===== config.mk =====
export PLATFORM = sky130hd
export DESIGN_NAME = isqrt_seq
export DESIGN_NICKNAME = d
export VERILOG_FILES = /design/src/rtl/isqrt_seq_pkg.sv /design/src/rtl/isqrt_seq_step.sv /design/src/rtl/isqrt_seq.sv
export SDC_FILE = /design/constraint.sdc
export NUM_CORES = 1
export LEC_CHECK = 0
export CAP_MARGIN = 30
export CORE_ASPECT_RATIO = 1.1
export CORE_MARGIN = 2
export CORE_UTILIZATION = 30
export DETAILED_ROUTE_END_ITERATION = 10
export PLACE_DENSITY_LB_ADDON = 0.05
export RECOVER_POWER = 50
export SLEW_MARGIN = 20
export SYNTH_ARGS = -nofsm -noshare
export SYNTH_HDL_FRONTEND = slang
export SYNTH_HIERARCHICAL = 1
export SYNTH_SLANG_ARGS = --single-unit

===== constraint.sdc =====
create_clock -name clk -period 3.9 [get_ports clk]
set_input_delay 0.975 -clock clk [delete_from_list [all_inputs] [get_ports clk]]
set_output_delay 0.975 -clock clk [all_outputs]
set_load 0.005 [all_outputs]

===== src/rtl/isqrt_seq_pkg.sv =====
`default_nettype none
// ============================================================================
//  Module      : isqrt_seq_pkg
//  Description : Shared types and constants for the iterative integer
//                square-root responder and its FP64 front end.
//  Revision    : 1.0 - initial release
// ============================================================================
package isqrt_seq_pkg;

  // Default radicand/root width: the FP64 front end feeds a 64-bit fraction.
  localparam int ISQRT_WID_DEFAULT = 64;

  // FP64 field geometry used by the wrapper that forms the significand.
  localparam int FP64_EXP_W  = 11;
  localparam int FP64_FRAC_W = 52;
  localparam int FP64_SIG_W  = 53;
  localparam int FP64_BIAS   = 1023;

  // Controller states.
  typedef enum logic [1:0] {
    IDLE = 2'd0,
    RUN  = 2'd1,
    DONE = 2'd2
  } state_e;

  // Width of the iteration counter: it must hold WID-1.
  function automatic int cnt_width(input int wid);
    return $clog2(wid);
  endfunction

endpackage : isqrt_seq_pkg
`default_nettype wire


===== src/rtl/isqrt_seq_step.sv =====
`default_nettype none
// ============================================================================
//  Module      : isqrt_seq_step
//  Description : One restoring radix-2 square-root recurrence step. Purely
//                combinational: brings down the next two radicand bits,
//                trial-subtracts {root, 01} and appends one root bit.
//  Revision    : 1.0 - initial release
// ============================================================================
module isqrt_seq_step #(
  parameter int WID = 64
) (
  // Only the low WID bits of the running remainder can be nonzero between
  // steps (rem <= 2*root), so the upper two bits are not needed here.
  input  logic [WID-1:0] rem,
  input  logic [WID-1:0] root,
  input  logic [1:0]     next2,
  output logic [WID+1:0] rem_n,
  output logic [WID-1:0] root_n
);

  logic [WID+1:0] rem_shift;
  logic [WID+1:0] trial;
  logic           fits;

  // Partial remainder with the next bit pair appended, and the trial divisor.
  always_comb begin
    rem_shift = {rem, next2};
    trial     = {root, 2'b01};
    fits      = (rem_shift >= trial);
    rem_n     = fits ? (rem_shift - trial) : rem_shift;
    root_n    = {root[WID-2:0], fits};
  end

endmodule : isqrt_seq_step
`default_nettype wire


===== src/rtl/isqrt_seq.sv =====
`default_nettype none
// ============================================================================
//  Module      : isqrt_seq
//  Description : Iterative integer square root, one root bit per enabled
//                clock. Accepts a WID-bit fraction on an ld pulse and holds
//                o = floor(sqrt(a * 2^WID)) with a sticky inexact flag and a
//                level done until the next accepted ld.
//  Revision    : 1.0 - initial release
// ============================================================================
module isqrt_seq
  import isqrt_seq_pkg::*;
#(
  parameter int WID = ISQRT_WID_DEFAULT
) (
  input  logic           clk,
  input  logic           rst,      // asynchronous, active low
  input  logic           ce,
  input  logic           ld,
  input  logic [WID-1:0] a,
  output logic [WID-1:0] o,
  output logic           rem_nz,
  output logic           busy,
  output logic           done
);

  localparam int CNT_W = cnt_width(WID);
  localparam int REM_W = WID + 2;
  localparam int SR_W  = 2 * WID;
  localparam logic [CNT_W-1:0] CNT_LOAD = CNT_W'(WID - 1);

  // Reject widths the recurrence cannot handle at elaboration time.
  if ((WID < 4) || ((WID % 2) != 0)) begin : g_bad_wid
    $error("isqrt_seq: WID must be even and at least 4");
  end

  state_e           state_q,  state_d;
  logic [CNT_W-1:0] cnt_q,    cnt_d;
  logic [WID-1:0]   root_q,   root_d;
  logic [REM_W-1:0] rem_q,    rem_d;
  logic [SR_W-1:0]  sr_q,     sr_d;
  logic [WID-1:0]   o_q,      o_d;
  logic             rem_nz_q, rem_nz_d;

  logic [REM_W-1:0] step_rem;
  logic [WID-1:0]   step_root;

  // One recurrence step fed by the top bit pair of the radicand shifter.
  isqrt_seq_step #(
    .WID (WID)
  ) u_step (
    .rem    (rem_q[WID-1:0]),
    .root   (root_q),
    .next2  (sr_q[SR_W-1 -: 2]),
    .rem_n  (step_rem),
    .root_n (step_root)
  );

  // Next-state logic: load from any state, iterate in RUN, hold otherwise.
  always_comb begin
    state_d  = state_q;
    cnt_d    = cnt_q;
    root_d   = root_q;
    rem_d    = rem_q;
    sr_d     = sr_q;
    o_d      = o_q;
    rem_nz_d = rem_nz_q;

    if (ce) begin
      if (ld) begin
        // A load aborts any operation in flight; o keeps its old value.
        state_d  = RUN;
        sr_d     = {a, {WID{1'b0}}};
        root_d   = '0;
        rem_d    = '0;
        cnt_d    = CNT_LOAD;
        rem_nz_d = 1'b0;
      end else begin
        case (state_q)
          RUN: begin
            root_d = step_root;
            rem_d  = step_rem;
            sr_d   = sr_q << 2;
            if (cnt_q == '0) begin
              // Last root bit: publish the result so o is stable while busy.
              state_d  = DONE;
              o_d      = step_root;
              rem_nz_d = |step_rem;
            end else begin
              cnt_d = cnt_q - CNT_W'(1);
            end
          end
          default: begin
          end
        endcase
      end
    end
  end

  // State and datapath registers; ce=0 leaves every _d equal to its _q.
  always_ff @(posedge clk or negedge rst) begin
    if (!rst) begin
      state_q  <= IDLE;
      cnt_q    <= '0;
      root_q   <= '0;
      rem_q    <= '0;
      sr_q     <= '0;
      o_q      <= '0;
      rem_nz_q <= 1'b0;
    end else begin
      state_q  <= state_d;
      cnt_q    <= cnt_d;
      root_q   <= root_d;
      rem_q    <= rem_d;
      sr_q     <= sr_d;
      o_q      <= o_d;
      rem_nz_q <= rem_nz_d;
    end
  end

  // All outputs come straight from registers.
  assign o      = o_q;
  assign rem_nz = rem_nz_q;
  assign busy   = (state_q == RUN);
  assign done   = (state_q == DONE);

endmodule : isqrt_seq
`default_nettype wire


==> run summary <==
LOGIC SYNTHESIS
-------------------------------------------------------------------------------------
Synth warn                                                                          6
Post-Synthesis Cell Area                                                    16000 um2
Mean Syn Cell Area                                                           9.97 um2
Synthesized netlist cell count                                                   1604
Largest area contributor in the netlist                                       dfrtp_1
Biggest area contributors in the synthesized netlist                     dfrtp_1 (41%), a22o_1 (7.2%), ha_1 (5.3%), mux2_1 (5.1%), mux2i_1 (3.9%)
Number of different library cells in the post-synthesis netlist                    70
Net count after synthesis                                                        1740
Primary flip-flop cell chosen by synthesis mapping                            dfrtp_1
Sequential area share after synthesis                                           0.415
Share of the synthesized area in the top cell type                              0.415
Post-synth ARST share                                                            1.00
Number of synthesized flops with an enable pin                                      0
Synthesized flop and latch total                                                  265

POWER AND IR DROP
-------------------------------------------------------------------------------------
Largest voltage drop on the vdd net                                          0.346 mV
Power Density                                                              816 nW/um2
Static leakage                                                              0.0106 uW

DETAILED ROUTING
-------------------------------------------------------------------------------------
Met3 wire len                                                                 2.20 mm
Final WL                                                                      48.7 mm
Topmost layer with routed signal wires                                           met4
Via count normalized by instance count                                           4.91
# DRC                                                                               0
ANT nets after route                                                                0
1st-iter DRT viols                                                                662
Length of the first detailed-routing pass in iterations                             5
Wire length per cell after detailed routing                                   17.7 um
Count of vias placed by the detailed router                                     13.5k
Wire length the detailed router placed on met1                                22.9 mm
Met2 wirelength from detailed routing                                         22.8 mm

SETUP PATH
-------------------------------------------------------------------------------------
Worst-case register-to-register setup slack                                  -0.48 ns
Worst setup endpoint                                                           rem_nz
Req. time, crit path                                                          4.34 ns
CP max FO                                                                           9
Crit path launch type                                                        register
R2R Path Start                                                             root_q[24]
Worst R2R End                                                                  rem_nz
Source of the critical timing path                                         root_q[24]
Data arrival time of the critical path                                        4.82 ns
Worst r2r path cells                                                               19
Critical path start-end classification                                   register to register
Setup crit end kind                                                          register

STA
-------------------------------------------------------------------------------------
Period Utilization, post-route                                                   1.12
Setup repair after global routing missed its margin                              true
Pins over their slew limit                                                        113
Rel. slew slack                                                                -0.264
Finish-stage setup viols                                                            1
Worst Slack Setup Final                                                     -0.480 ns
Clock skew                                                                  0.0244 ns
Highest clock frequency the design can meet                                   228 MHz
Total count of hold-check failures in the final report                              0
Minimum period implied by the final worst setup slack                         4.38 ns
Final sum of negative setup slack                                           -0.480 ns
Slew at the pin closest to its max-slew limit                                 1.90 ns
Tightest hold margin                                                         0.474 ns

GLOBAL ROUTE
-------------------------------------------------------------------------------------
Largest net degree at the start of global routing                                 129
Via count of the first global-routing pass                                      14.3k
Total congestion overflow                                                           0
Initial antenna violation count                                                     1
First-pass GRT wire length                                                    79.1 mm
GRT Overall Usage                                                               0.179

FINISH
-------------------------------------------------------------------------------------
Post-route insts no fill                                                         2747
End-of-flow core utilization                                                    0.420
Area Overhead vs Synth                                                          38.1%
Summed area of non-filler cells in the final layout                         22100 um2
Layout cell share with drive strength beyond 1                                  0.287
Most frequent standard cell in the layout excluding fill and tap cells          buf_4
Post-layout net count                                                            2185
Inserted Diodes                                                                     0
Top library cells by usage in the layout, fill and taps aside            buf_4 (421), dfrtp_1 (265), a22o_1 (131), clkdlybuf4s50_1 (131), nand2_1 (129)
Number of inserted filler cells in the final layout                              5247

PLACED DESIGN
-------------------------------------------------------------------------------------
DP Cell Count                                                                    2681
Input/output buffers                                                              134
Final weighted congestion in routability-driven placement                       0.837
Post-place instance area                                                    20700 um2
Half-perimeter wire length of the detailed placement result                   35.5 mm

CLOCK NETWORK
-------------------------------------------------------------------------------------
Total clock buffers created by CTS                                                 35
TritonCTS clock tree                                                            built
Clock root cell                                                             clkbuf_16
TritonCTS Sinks                                                                   265
Clock latency reported for the late side of the worst-skew pair               0.55 ns
Count of H-tree levels built during CTS                                             2
Clock Pin Slew Worst Setup and Hold Paths                                     0.06 ns
Longest Clk Path Bufs                                                               3

FLOORPLAN
-------------------------------------------------------------------------------------
Die W                                                                          224 um
DIE AREA                                                                    55100 um2
Std-Cell Core Area                                                          52500 um2
Cell Rows                                                                          88
Top-level port count                                                              135
Starting density of the core                                                    0.304
Vert. Die Dim                                                                  246 um

FLOW RUN
-------------------------------------------------------------------------------------
Max-capacitance violation count                                                     3

WORST HOLD PATH
-------------------------------------------------------------------------------------
Min-delay worst type                                                     register to register

STATUS
-------------------------------------------------------------------------------------
Violations in the final reports                                          max-capacitance violations, max-slew violations, negative setup slack
Run status                                                               finished with violations

-- routing by layer --
layer | vias up | GRT usage
li1 | 6655 | -
met1 | 6600 | 0.240
met2 | 194 | 0.299
met3 | 44 | 0.0365
met4 | 0 | 0.0376
met5 | - | 0
-- critical path, stage by stage, from the launching register on --
cell and delay, ns:
dfrtp_1 0.35, inv_1 0.06, ha_1 0.33, buf_4 0.13
nand2_1 0.17, buf_4 0.19, nor3_1 0.19, a221o_1 0.24
inv_2 0.10, a211o_1 0.32, a21o_1 0.20, o21a_4 0.25
buf_12 0.16, mux2_4 0.33, nor4_4 0.34, buf_4 0.16
nand4_1 0.19, nor4_2 0.26, nand4_1 0.12, a22o_1 0.18
-- logic make-up after synthesis --
logic type | Yosys count | synth area share
fa+ha+maj | 68 | 0.0532
mux | 187 | 0.127
compound gates | 459 | 0.196
buf+inv | 248 | 0.0799
xor+xnor | 64 | 0.0351
simple gates | 313 | 0.0941
flops | 265 | 0.415
-- timing repair --
item | in CTS | in global routing
pin swaps | 10 | 11
setup buffers | 1 | 4
gates cloned | 0 | 1
hold buffers | 0 | 0
endpoints found under the setup margin | 5 | 8
gates resized for setup | 30 | 19
-- flip-flops by register name (all words and copies together) (netlist names) --
register  flops
sr_q         64
o            64
cnt_q         6
rem_nz        1
rem_q        64
root_q       64
state_q       2
-- cell usage after synthesis, types with 34 or more instances --
cell / count
nor2_1: 54
mux2_2: 52
buf_2: 34
clkbuf_1: 46
mux2i_1: 63
o21ai_0: 106
inv_1: 86
a21oi_1: 87
a22o_1: 131
dfrtp_1: 265
xnor2_1: 43
buf_4: 67
ha_1: 68
mux2_1: 72
nand2_1: 129
-- worst min path at each step --
stage               cells past startpoint      start  slack [ns]   endpoint
floorplan                               2  sr_q[100]        0.45  sr_q[100]
global placement                        2   sr_q[73]        0.46   sr_q[73]
detailed placement                      2   sr_q[75]        0.47   sr_q[75]
CTS                                     1        rst        0.42      o[24]
global route                            1      o[30]        0.50      o[30]
finish                                  2  sr_q[104]        0.47  sr_q[104]
-- metrics by stage --
stage                     power, uW  setup slack, ns
after floorplan                9020           -0.158
after global placement        14000           -0.924
after detailed placement      14000           -0.944
after CTS                     17900           -0.595
after global routing          19300           -0.711
final                         18000           -0.480
-- cell type report --
type                    instances  area, um2  share of cell area
clock inverters                 9        129             0.00584
multi-input cells            1091       8420               0.382
well taps                     675        845              0.0383
inverters                      86        323              0.0146
flip-flops and latches        265       6630               0.300
clock buffers                  51       1040              0.0471
repair buffers                570       4680               0.212
-- where the power goes --
part,internal [uW],switching [uW]
sequential,3050,191
clock,2040,1280
combinational,5950,5510
total,11000,6980
No activity file was read; power rests on OpenSTA's default activity.
